### config.mk
export PLATFORM = sky130hd
export DESIGN_NAME = fetch_unit_flat
export DESIGN_NICKNAME = d
export VERILOG_FILES = /design/src/rtl/fetch_if.sv /design/src/rtl/fetch_unit.sv /design/src/flat_wrapper.sv
export SDC_FILE = /design/constraint.sdc
export NUM_CORES = 1
export LEC_CHECK = 0
export ABC_AREA = 1
export BUFFER_PORTS_ARGS = -buffer_cell sky130_fd_sc_hd__buf_2
export CAP_MARGIN = 25
export CORE_UTILIZATION = 56
export CTS_CLUSTER_DIAMETER = 60
export CTS_CLUSTER_SIZE = 24
export DETAILED_ROUTE_END_ITERATION = 8
export PLACE_DENSITY = 0.81
export SLEW_MARGIN = 10
export SYNTH_ARGS = -nofsm -noshare
export SYNTH_HDL_FRONTEND = slang
export SYNTH_SLANG_ARGS = --single-unit
### constraint.sdc
create_clock -name clk -period 1.95 [get_ports clk]
set_clock_uncertainty 0.05 [all_clocks]
set_input_delay 0.0975 -clock clk [delete_from_list [all_inputs] [get_ports clk]]
set_output_delay 0.0975 -clock clk [all_outputs]
set_load 0.005 [all_outputs]
### src/rtl/fetch_if.sv
// Fetch-stage bus bundle: memory read port, decoder port, execute handoff and branch redirect.
interface fetch_if;
  localparam int unsigned XLEN = 16;

  logic            mem_req;
  logic [XLEN-1:0] mem_addr;
  logic            mem_ack;
  logic [XLEN-1:0] mem_rdata;
  logic            dec_en;
  logic [XLEN-1:0] dec_instr;
  logic            dec_next_word;
  logic            out_valid;
  logic            out_ready;
  logic [XLEN-1:0] out_imm;
  logic [XLEN-1:0] out_pc;
  logic            branch_en;
  logic [XLEN-1:0] branch_target;

  // Fetch unit side
  modport master (
    output mem_req, mem_addr, dec_en, dec_instr, out_valid, out_imm, out_pc,
    input  mem_ack, mem_rdata, dec_next_word, out_ready, branch_en, branch_target
  );

  // Memory / decoder / execute side
  modport slave (
    input  mem_req, mem_addr, dec_en, dec_instr, out_valid, out_imm, out_pc,
    output mem_ack, mem_rdata, dec_next_word, out_ready, branch_en, branch_target
  );
endinterface

### src/rtl/fetch_unit.sv
// Instruction fetch stage: fetches one or two 16-bit words per instruction, pulses the
// decoder once per instruction, hands (pc, imm) to execute and applies branch redirects.
module fetch_unit #(
  parameter logic [15:0] RESET_PC = 16'h0000
) (
  input  logic     clk,
  input  logic     rst,
  fetch_if.master  bus
);
  localparam int unsigned XLEN = 16;
  localparam logic [XLEN-1:0] WORD_STEP = XLEN'(2);

  typedef enum logic [2:0] {FETCH1, DEC, WAITNW, FETCH2, ISSUE} state_e;

  state_e          state_q, state_d;
  logic [XLEN-1:0] pc_q, pc_d;
  logic [XLEN-1:0] target_q, target_d;
  logic            redirect_pend_q, redirect_pend_d;
  logic            mem_req_q, mem_req_d;
  logic [XLEN-1:0] mem_addr_q, mem_addr_d;
  logic            dec_en_q, dec_en_d;
  logic [XLEN-1:0] dec_instr_q, dec_instr_d;
  logic            out_valid_q, out_valid_d;
  logic [XLEN-1:0] out_imm_q, out_imm_d;
  logic [XLEN-1:0] out_pc_q, out_pc_d;
  logic [XLEN-1:0] br_target;

  assign br_target     = bus.branch_target & ~XLEN'(1);
  assign bus.mem_req   = mem_req_q;
  assign bus.mem_addr  = mem_addr_q;
  assign bus.dec_en    = dec_en_q;
  assign bus.dec_instr = dec_instr_q;
  assign bus.out_valid = out_valid_q;
  assign bus.out_imm   = out_imm_q;
  assign bus.out_pc    = out_pc_q;

  // State and registered outputs
  always_ff @(posedge clk) begin
    if (rst) begin
      state_q         <= FETCH1;
      pc_q            <= RESET_PC;
      target_q        <= RESET_PC;
      redirect_pend_q <= 1'b0;
      mem_req_q       <= 1'b0;
      mem_addr_q      <= RESET_PC;
      dec_en_q        <= 1'b0;
      dec_instr_q     <= '0;
      out_valid_q     <= 1'b0;
      out_imm_q       <= '0;
      out_pc_q        <= RESET_PC;
    end else begin
      state_q         <= state_d;
      pc_q            <= pc_d;
      target_q        <= target_d;
      redirect_pend_q <= redirect_pend_d;
      mem_req_q       <= mem_req_d;
      mem_addr_q      <= mem_addr_d;
      dec_en_q        <= dec_en_d;
      dec_instr_q     <= dec_instr_d;
      out_valid_q     <= out_valid_d;
      out_imm_q       <= out_imm_d;
      out_pc_q        <= out_pc_d;
    end
  end

  // Next state; outputs are computed for the state being entered so they register on entry
  always_comb begin
    state_d         = state_q;
    pc_d            = pc_q;
    target_d        = target_q;
    redirect_pend_d = redirect_pend_q;
    mem_req_d       = mem_req_q;
    mem_addr_d      = mem_addr_q;
    dec_en_d        = 1'b0;
    dec_instr_d     = dec_instr_q;
    out_valid_d     = 1'b0;
    out_imm_d       = out_imm_q;
    out_pc_d        = out_pc_q;

    if (mem_req_q) begin
      // A request is outstanding; it always runs to its ack, even across a branch
      if (bus.mem_ack) begin
        mem_req_d = 1'b0;
        if (bus.branch_en || redirect_pend_q) begin
          // Discard the returned word and restart at the newest target
          pc_d            = bus.branch_en ? br_target : target_q;
          redirect_pend_d = 1'b0;
          state_d         = FETCH1;
          mem_req_d       = 1'b1;
          mem_addr_d      = pc_d;
        end else if (state_q == FETCH1) begin
          dec_instr_d = bus.mem_rdata;
          dec_en_d    = 1'b1;
          pc_d        = pc_q + WORD_STEP;
          state_d     = DEC;
        end else begin
          out_imm_d   = bus.mem_rdata;
          pc_d        = pc_q + WORD_STEP;
          out_pc_d    = pc_d;
          out_valid_d = 1'b1;
          state_d     = ISSUE;
        end
      end else if (bus.branch_en) begin
        redirect_pend_d = 1'b1;
        target_d        = br_target;
      end
    end else if (bus.branch_en) begin
      // Nothing in flight: redirect at once (an ISSUE transfer in this cycle still counts)
      pc_d       = br_target;
      state_d    = FETCH1;
      mem_req_d  = 1'b1;
      mem_addr_d = br_target;
    end else begin
      case (state_q)
        FETCH1, FETCH2: begin
          mem_req_d  = 1'b1;
          mem_addr_d = pc_q;
        end
        DEC: state_d = WAITNW;
        WAITNW: begin
          if (bus.dec_next_word) begin
            state_d    = FETCH2;
            mem_req_d  = 1'b1;
            mem_addr_d = pc_q;
          end else begin
            out_imm_d   = '0;
            out_pc_d    = pc_q;
            out_valid_d = 1'b1;
            state_d     = ISSUE;
          end
        end
        ISSUE: begin
          if (bus.out_ready) begin
            state_d    = FETCH1;
            mem_req_d  = 1'b1;
            mem_addr_d = pc_q;
          end else begin
            out_valid_d = 1'b1;
          end
        end
        default: state_d = FETCH1;
      endcase
    end
  end
endmodule

### src/flat_wrapper.sv
// flat-port wrapper written by rule: the top's interface ports become plain ports
module fetch_unit_flat 
#(
  parameter logic [15:0] RESET_PC = 16'h0000
)
  (clk, rst, bus_mem_req, bus_mem_addr, bus_dec_en, bus_dec_instr, bus_out_valid, bus_out_imm, bus_out_pc, bus_mem_ack, bus_mem_rdata, bus_dec_next_word, bus_out_ready, bus_branch_en, bus_branch_target);
  fetch_if bus_i ();
  input  logic clk;
  input  logic rst;
  output wire logic [$bits(bus_i.mem_req)-1:0] bus_mem_req;
  output wire logic [$bits(bus_i.mem_addr)-1:0] bus_mem_addr;
  output wire logic [$bits(bus_i.dec_en)-1:0] bus_dec_en;
  output wire logic [$bits(bus_i.dec_instr)-1:0] bus_dec_instr;
  output wire logic [$bits(bus_i.out_valid)-1:0] bus_out_valid;
  output wire logic [$bits(bus_i.out_imm)-1:0] bus_out_imm;
  output wire logic [$bits(bus_i.out_pc)-1:0] bus_out_pc;
  input wire logic [$bits(bus_i.mem_ack)-1:0] bus_mem_ack;
  input wire logic [$bits(bus_i.mem_rdata)-1:0] bus_mem_rdata;
  input wire logic [$bits(bus_i.dec_next_word)-1:0] bus_dec_next_word;
  input wire logic [$bits(bus_i.out_ready)-1:0] bus_out_ready;
  input wire logic [$bits(bus_i.branch_en)-1:0] bus_branch_en;
  input wire logic [$bits(bus_i.branch_target)-1:0] bus_branch_target;
  assign bus_mem_req = bus_i.mem_req;
  assign bus_mem_addr = bus_i.mem_addr;
  assign bus_dec_en = bus_i.dec_en;
  assign bus_dec_instr = bus_i.dec_instr;
  assign bus_out_valid = bus_i.out_valid;
  assign bus_out_imm = bus_i.out_imm;
  assign bus_out_pc = bus_i.out_pc;
  assign bus_i.mem_ack = bus_mem_ack;
  assign bus_i.mem_rdata = bus_mem_rdata;
  assign bus_i.dec_next_word = bus_dec_next_word;
  assign bus_i.out_ready = bus_out_ready;
  assign bus_i.branch_en = bus_branch_en;
  assign bus_i.branch_target = bus_branch_target;
  fetch_unit #(.RESET_PC(RESET_PC)) u_core (.clk(clk), .rst(rst), .bus(bus_i));
endmodule
---- Word level (Yosys, flattened, before mapping) ----
Cells that the tools add are included.
cells by class
  $add $sub $neg .......................... 1
  equality and inequality tests ........... 14
  multiplexer cells ....................... 53
  bitwise operators ....................... 3
  reduce and logical (&&, ||, !) cells .... 15
operators by type and width
  kind                                                                      number
  16-bit two-way mux                                                        25
  16-bit case mux with 3 select lines                                       1
  3-bit two-way mux                                                         7
  1-bit two-way mux                                                         17
  16-bit by 2-bit adder with 16-bit output (second input constant)          1
  3-bit case mux with 4 select lines                                        1
  2-bit inequality test (second input constant)                             4
  4-bit by 3-bit inequality test with 1-bit output (second input constant)  2
  3-bit by 2-bit equality test with 1-bit output (second input constant)    2
  2-bit by 1-bit inequality test with 1-bit output (second input constant)  3
  3-bit AND reduction                                                       2
  6-bit AND reduction                                                       1
  2-bit nonzero test                                                        3
  5-bit AND reduction                                                       1
  5-bit nonzero test                                                        1
  2-bit AND reduction                                                       2
  4-bit AND reduction                                                       1
  4-bit OR reduction                                                        1
  3-bit by 1-bit equality test with 1-bit output (second input constant)    1
  3-bit equality test (second input constant)                               1
  3-bit logical NOT                                                         1
  3-bit by 2-bit inequality test with 1-bit output (second input constant)  1
  1-bit inverter                                                            3
  1-bit case mux with 3 select lines                                        1
  3 further kinds                                                           3
storage, ports and cells
  register bits ........................... 103
  output and inout bits ................... 67
  logic and storage cells ................. 97

---- Longest topological paths before layout ----
Gate-level depths: netlist of the first run.
  depth in word-level cells ............... 5
  gate-level depth with buffers ........... 12
  mapped depth without buffers ............ 10

---- Least setup slack after synthesis of the first run ----
No wires, ideal clock.
  kind .................................... flip-flop to flip-flop
  from .................................... reg u_core.mem_req_q, in the netlist u_core.bus.mem_req
  to ...................................... reg u_core.mem_addr_q[10], in the netlist u_core.bus.mem_addr[10]
  library setup time ...................... 111 ps
  arrival ................................. 1,400 ps
  data required time ...................... 1,789 ps
  setup slack ............................. 389 ps
  stages on the path, launching flop included .. 11
  buffers on the path ..................... 3
  clock period less this slack ............ 1,561 ps
  cells stage by stage .................... dfxtp_1 buf_4 nor2_8 nand2_4 nor2_2 nor2_4 and2_4 buf_6 buf_12 nor2_4 nor2_2
between the ends
  longest elaborated chain between the ends .. 2
  elaborated cells on any way between the ends .. 7
  those cells by class .................... eq/ne (4); mux (1); reduce/logical (2)
RTL lines
  item                                                                                             RTL line          text
  start: declaration                                                                               fetch_unit.sv:19  logic mem_req_q, mem_req_d;
  start signal: assignment                                                                         fetch_unit.sv:56  mem_req_q <= mem_req_d;
  4-bit by 3-bit inequality test with 1-bit output (no source line), or another cell as far along  -
  5-bit AND reduction (no source line)                                                             -
  end signal: assignment                                                                           fetch_unit.sv:57  mem_addr_q <= mem_addr_d;
  end: declaration                                                                                 fetch_unit.sv:20  logic [XLEN-1:0] mem_addr_q, mem_addr_d;
Several ways; a longest one is shown, not always the timed one.
A chain may end at the register's enable or synchronous reset.

---- Final worst setup path of the first run ----
  from .................................... reg u_core.mem_req_q, in the netlist u_core.bus.mem_req
  to ...................................... reg u_core.mem_addr_q[14], in the netlist u_core.bus.mem_addr[14]
The elaborated chain is that of the path after synthesis.

==> results of run 1 <==
## worst min-delay path by stage
stage                                    start                        to  slack, ps  depth (start not counted)
final                     bus_branch_target[5]            u_core.pc_q[5]         10                          3
after global routing      bus_branch_target[5]            u_core.pc_q[5]          7                          3
after CTS                 bus_branch_target[5]            u_core.pc_q[5]          5                          3
after detailed placement      bus_mem_rdata[2]   u_core.bus.dec_instr[2]        290                          3
after global placement        bus_mem_rdata[1]   u_core.bus.dec_instr[1]        290                          3
after floorplan              bus_mem_rdata[15]  u_core.bus.dec_instr[15]        180                          2
## synth_stat cells (2+ instances only)
| library cell | count |
|---|---|
| buf_1 | 2 |
| buf_6 | 4 |
| o21ai_1 | 6 |
| nor2_2 | 16 |
| inv_1 | 58 |
| dfxtp_1 | 103 |
| a211oi_1 | 4 |
| o21ai_0 | 66 |
| a31oi_1 | 7 |
| inv_2 | 7 |
| nand2_2 | 6 |
| o211ai_1 | 3 |
| nand3_1 | 50 |
| nand4_1 | 6 |
| nor2_1 | 155 |
| nand2_1 | 205 |
| nand2_4 | 2 |
| a21oi_1 | 51 |
| nor3_1 | 9 |
| clkbuf_1 | 22 |
| a22oi_1 | 2 |
| xor2_1 | 4 |
| nor2_4 | 13 |
| buf_2 | 14 |
## layout make-up
class,count,area [um^2]
clock buffers,10,137.6
repair buffers,149,940.9
multi-input cells,610,2808
well taps,129,161.4
flip-flops and latches,103,2063
inverters,65,244.0
fillers,791,2825
clock inverters,6,60.06
## power groups by stage
stage	registers (W)	logic [W]	clock network, W
2_1_floorplan	0.00244	0.000823	0
3_3_place_gp	0.00246	0.00112	0
6_report	0.00242	0.00125	0.00135
4_1_cts	0.00242	0.00119	0.00137
3_5_place_dp	0.00247	0.00115	0
5_1_grt	0.00245	0.00138	0.00146
## cells by family (layout without fill, tap and decap cells)
logic type,count (synthesis),after routing,share of synthesized area
DFF,103,103,0.3857
AOI/OAI and AO/OA,140,140,0.1371
adders and majority gates,1,1,0.002340
and+or+nand+nor,465,465,0.3791
xor gates and xnor gates,4,4,0.006552
buffers and inverters,109,230,0.08917
## repair_timing
item | CTS | global route
hold endpoints to repair | 38 | 0
buffers inserted | 0 | 8
hold buffers | 22 | 0
endpoints found under the setup margin | 0 | 1
## worst register-to-register path: stages (launching register included)
cell	delay (ps)
dfxtp_2	500
nor2_8	90
nand2_1	90
nor2_2	50
nor2_4	330
and2_4	330
buf_4	170
nor2_4	30
nor2_2	70
## layer usage
metal / share of wire / vias to the layer above
met5: 0 / -
met4: 0.024 / 0
met2: 0.51 / 230
met3: 0.065 / 29
met1: 0.40 / 2672
li1: - / 2847
## per-stage QoR
stage	power, W	std cells	hold WS (ps)	area (um^2)	setup WS, ps
after floorplan	0.003266	822	182.4	5346	388.6
after global placement	0.003578	1026	287.5	5937	249.6
after detailed placement	0.003615	1026	290.6	5937	146.9
after CTS	0.004979	1064	5.372	6355	120.6
after global routing	0.005285	1072	6.711	6415	16.95
final	0.005017	1072	14.71	6415	186.1
## state kept, by name, indices dropped and copies added, names as in the netlist, 3 cells and up
| name | flops |
|---|---|
| u_core.bus.dec_instr | 16 |
| u_core.bus.mem_addr | 16 |
| u_core.bus.out_imm | 16 |
| u_core.bus.out_pc | 16 |
| u_core.pc_q | 16 |
| u_core.state_q | 3 |
| u_core.target_q | 16 |
==> run_results.csv, run 1 <==
group,metric,value,unit
status,run_status,"finished, final reports clean",
setup_path,r2r_slack,190,ps
final_layout,fin_util,0.6942,
clock_network,cts_tree,"yes",
power,switching_share,0.3443,
placement,numPortBuffers,103,
setup_path,critPathBufInv,1,
clock_network,h-tree-depth,3,
setup_path,critPathKind,"register to register",
power,ir_drop,0.5685,mV
clock_network,clk_pin_slew,110,ps
synthesis,synth_ff_type,"dfxtp_1",
final_layout,layout_common_cells,"nand2_1, nor2_1, buf_2",
sta,worstMarginPinSlew,484.6,ps
setup_path,critPathMaxStageDelay,500,ps
global_routing,grt_pass1_wl,24120,um
setup_path,reg2reg_depth,8,
final_layout,layout-drive-gt1-share,0.2025,
setup_path,path_depth,8,
final_layout,layout_commonest_cell,"nand2_1",
floorplan,core-area,9240,um^2
setup_path,startpoint,"u_core.bus.mem_req",
synthesis,async_flop_share,0,
placement,dp_hpwl,10220,um
power,p_seq_frac,0.483,
power,powerDensity,782.0,nW/um^2
clock_network,post_cts_resized,0,
floorplan,die_y,99.71,um
setup_path,slowest_stage,"dfxtp_2",
clock_network,insertion_delay,390,ps
floorplan,io-pin-count,105,
global_routing,grt_pass1_vias,5353,
sta,relSlewSlack,0.6762,
sta,finalHoldViolCount,0,
floorplan,dieArea,9942,um^2
route,final_antenna_net_count,0,
hold_path,min_path_type,"input pin to register",
setup_path,r2r-end,"u_core.bus.mem_addr[14]",
power,leakage,3.019,nW
global_routing,antenna_found_initial,0,
setup_path,worst_setup_path_start_kind,"register",
floorplan,fp-row-count,35,
global_routing,use_met2,0.5512,
route,via_per_inst,5.390,
power,clockPowerShare,0.268,
setup_path,cp-end-kind,"register",
synthesis,synth_area,5346,um^2
route,drt_iter0_markers,463,
power,p_comb_frac,0.248,
sta,max_freq,566.9,MHz
route,drc,0,
setup_path,cp_top_family,"simple AND/OR/NAND/NOR gates",
final_layout,syn_to_final_growth,19.99,%
synthesis,synth_top_cell_area_share,0.3857,
synthesis,ys_seq_area_frac,0.3857,
sta,setup_viol,0,
sta,fin_crit_sh,0.9046,
clock_network,clockBufferDepth,2,
setup_path,r2r_start,"u_core.bus.mem_req",
route,first_pass_iters,5,
placement,place_congestion,0.8494,
sta,finalSetupTns,0,ps
global_routing,grt_use_met3,0.04989,
setup_path,cp_data_required_time,2230,ps
global_routing,overflow,0,
global_routing,grt_max_degree,37,
setup_path,setup.worst_path.end,"u_core.bus.mem_addr[14]",
sta,slew_viol_final,0,
power,power.internal,0.003289,W
clock_network,numCtsBuffers,9,
synthesis,netlist_instances,822,
run,cap_violations,0,
clock_network,root_buffer,"clkbuf_8",
final_layout,insertedDiodeCount,0,
power,power.switching,0.001727,W
synthesis,synth_edf_count,0,
synthesis,synth_area_leader_cell,"dfxtp_1",
global_routing,use_met1,0.3528,
floorplan,fp.dieW,99.71,um
final_layout,nets,977,
setup_path,cp_data_arrival_time,2040,ps
clock_network,cts_sinks,103,
synthesis,syn_nets,861,
sta,rsz0062_at_grt,"no",
synthesis,postSynthAreaPerCell,6.504,um^2
global_routing,grt_use_total,0.3038,
setup_path,critical_path.max_fanout,18,
global_routing,grt.busiest_layer,"met2",
synthesis,yosysWarningCount,0,
synthesis,synth.area.top_cells,"dfxtp_1, nand2_1, nor2_1",
setup_path,path_cells,"nor2_8 -> nand2_1 -> nor2_2 -> nor2_4 -> and2_4 -> buf_4 -> nor2_4 -> nor2_2",
route,wire_per_inst,13.79,um
route,vias,5778,
floorplan,start_util,0.5786,
route,drt_wl_total,14780,um
sta,finalCriticalPeriod,1764,ps
synthesis,ys_types,31,
synthesis,ys_ff_latch,103,
(Power assumes the default switching activity.)
==> run 2: changes to the inputs <==
BUFFER_PORTS_ARGS = default   (was -buffer_cell sky130_fd_sc_hd__buf_2)
CORE_UTILIZATION = 25   (was 56)
DONT_BUFFER_PORTS = 1   (was default)
PLACE_DENSITY = default   (was 0.81)
==> run_results.csv, run 2 (synthesis results as in run 1) <==
group,metric,value,unit
setup_path,critPathKind,"register to register",
clock_network,root_buffer,"clkbuf_16",
floorplan,fp-row-count,53,
final_layout,seq_area,2066,um^2
setup_path,r2r_start,"u_core.bus.mem_req",
power,clockPowerShare,0.334,
route,first_pass_iters,5,
final_layout,multiInputGateArea,2820,um^2
sta,max_freq,535.4,MHz
sta,slew_viol_final,0,
floorplan,io-pin-count,105,
clock_network,h-tree-depth,3,
floorplan,start_util,0.2543,
global_routing,antenna_found_initial,0,
final_layout,nets,891,
route,wire_per_inst,14.63,um
route,drt_wl_total,16560,um
placement,place_congestion,0.8815,
clock_network,numCtsBuffers,9,
sta,relSlewSlack,0.4600,
sta,setup_ws,82.27,ps
final_layout,finalNonFillerCells,1132,
setup_path,cp-end-kind,"register",
global_routing,grt_pass1_wl,26650,um
power,finalPower,0.005342,W
route,met3_length,1026,um
floorplan,die_y,148.2,um
route,wl_met1,7490,um
hold_path,hp-start,"bus_branch_en",
setup_path,cp_data_required_time,2150,ps
final_layout,layout_commonest_cell,"nand2_1",
setup_path,cp_data_arrival_time,2070,ps
sta,rsz0062_at_grt,"no",
clock_network,clockBufferDepth,2,
placement,dp_hpwl,11930,um
power,leakage,2.627,nW
sta,worstMarginPinSlew,807.4,ps
route,wl_met2,7621,um
clock_network,insertion_delay,360,ps
power,ir_drop,0.3442,mV
route,vias,5300,
placement,place_inst,1072,
power,p_comb_frac,0.206,
global_routing,grt_use_total,0.1549,
clock_network,cts_setup_buffers,0,
clock_network,clk_pin_slew,80,ps
power,switching_share,0.3285,
route,final_antenna_net_count,0,
floorplan,dieArea,21970,um^2
setup_path,startpoint,"u_core.bus.mem_req",
final_layout,layout_common_cells,"nand2_1, nor2_1, dfxtp_1",
run,cap_violations,0,
final_layout,fin_util,0.3018,
power,power.internal,0.003587,W
final_layout,num-fill-cells,2289,
route,drt_iter0_markers,423,
placement,numPortBuffers,0,
sta,setup_viol,0,
power,power.switching,0.001755,W
sta,finalSetupTns,0,ps
sta,finalHoldViolCount,0,
setup_path,critical_path.max_fanout,14,
clock_network,cts_sinks,103,
clock_network,cts_tree,"yes",
route,top_layer,"met4",
status,run_status,"finished, final reports clean",
route,via_per_inst,4.682,
floorplan,fp.dieW,148.2,um
power,powerDensity,842.1,nW/um^2
setup_path,worst_setup_path_start_kind,"register",
sta,fin_crit_sh,0.9578,
final_layout,syn_to_final_growth,18.65,%
hold_path,min_path_type,"input pin to register",
global_routing,grt_pass1_vias,4934,
power,p_seq_frac,0.460,
sta,finalCriticalPeriod,1868,ps
route,drc,0,
final_layout,layout-drive-gt1-share,0.09918,
placement,place_ws,102.0,ps
floorplan,core-area,21020,um^2
final_layout,insertedDiodeCount,0,
global_routing,overflow,0,
global_routing,grt_max_degree,35,
[run 2: power groups by stage]
stage	combinational [W]	clock, W	sequential [W]
after detailed placement	0.000999	0	0.00251
final	0.00110	0.00179	0.00246
after global routing	0.00125	0.00193	0.00249
after CTS	0.00109	0.00184	0.00246
after global placement	0.000988	0	0.00251
after floorplan	0.000823	0	0.00244
[run 2: worst paths after layout]
kind | to | slack, ps | depth (start not counted)
worst max-delay path | u_core.target_q[5] | 80 | 7
worst min register to register | u_core.target_q[0] | 410 | 2
worst min-delay path | u_core.pc_q[8] | 10 | 3
worst max register to register | u_core.target_q[5] | 80 | 7
[run 2: metrics by stage]
| step | hold WS (ps) | cell area [um^2] |
|---|---|---|
| 3_5_place_dp | 124.1 | 5602 |
| 6_report | 13.28 | 6344 |
| 4_1_cts | 1.485 | 6325 |
| 3_3_place_gp | 121.4 | 5602 |
| 2_1_floorplan | 182.4 | 5346 |
| 5_1_grt | 24.97 | 6344 |
[run 2: worst max-delay path, stage by stage, from the launching register on]
cell,delay [ps]
dfxtp_4,390
nand2_2,120
buf_4,220
inv_1,70
buf_4,190
nand2_1,70
a21oi_1,50
dlygate4sd3_1,600
[run 2: timing repair]
item | in CTS | in global routing
endpoints found under the setup margin | 0 | 29
hold buffers | 44 | 0
resized for setup | 0 | 6
endpoints found under the hold margin | 63 | 0
[run 2: area by class of cell]
| cell class | instances | share of cell area |
|---|---|---|
| multi-input cells | 610 | 0.4446 |
| flip-flops and latches | 103 | 0.3256 |
| repair buffers | 63 | 0.09251 |
| well taps | 275 | 0.05424 |
| inverters | 65 | 0.03846 |
| clock buffers | 11 | 0.03826 |
| clock inverters | 5 | 0.006312 |
[run 2: routing by layer]
metal | GRT usage | vias up
met5 | 0 | -
met4 | 0.06237 | 0
met3 | 0.03497 | 33
li1 | - | 2675
met2 | 0.2437 | 162
met1 | 0.2042 | 2430
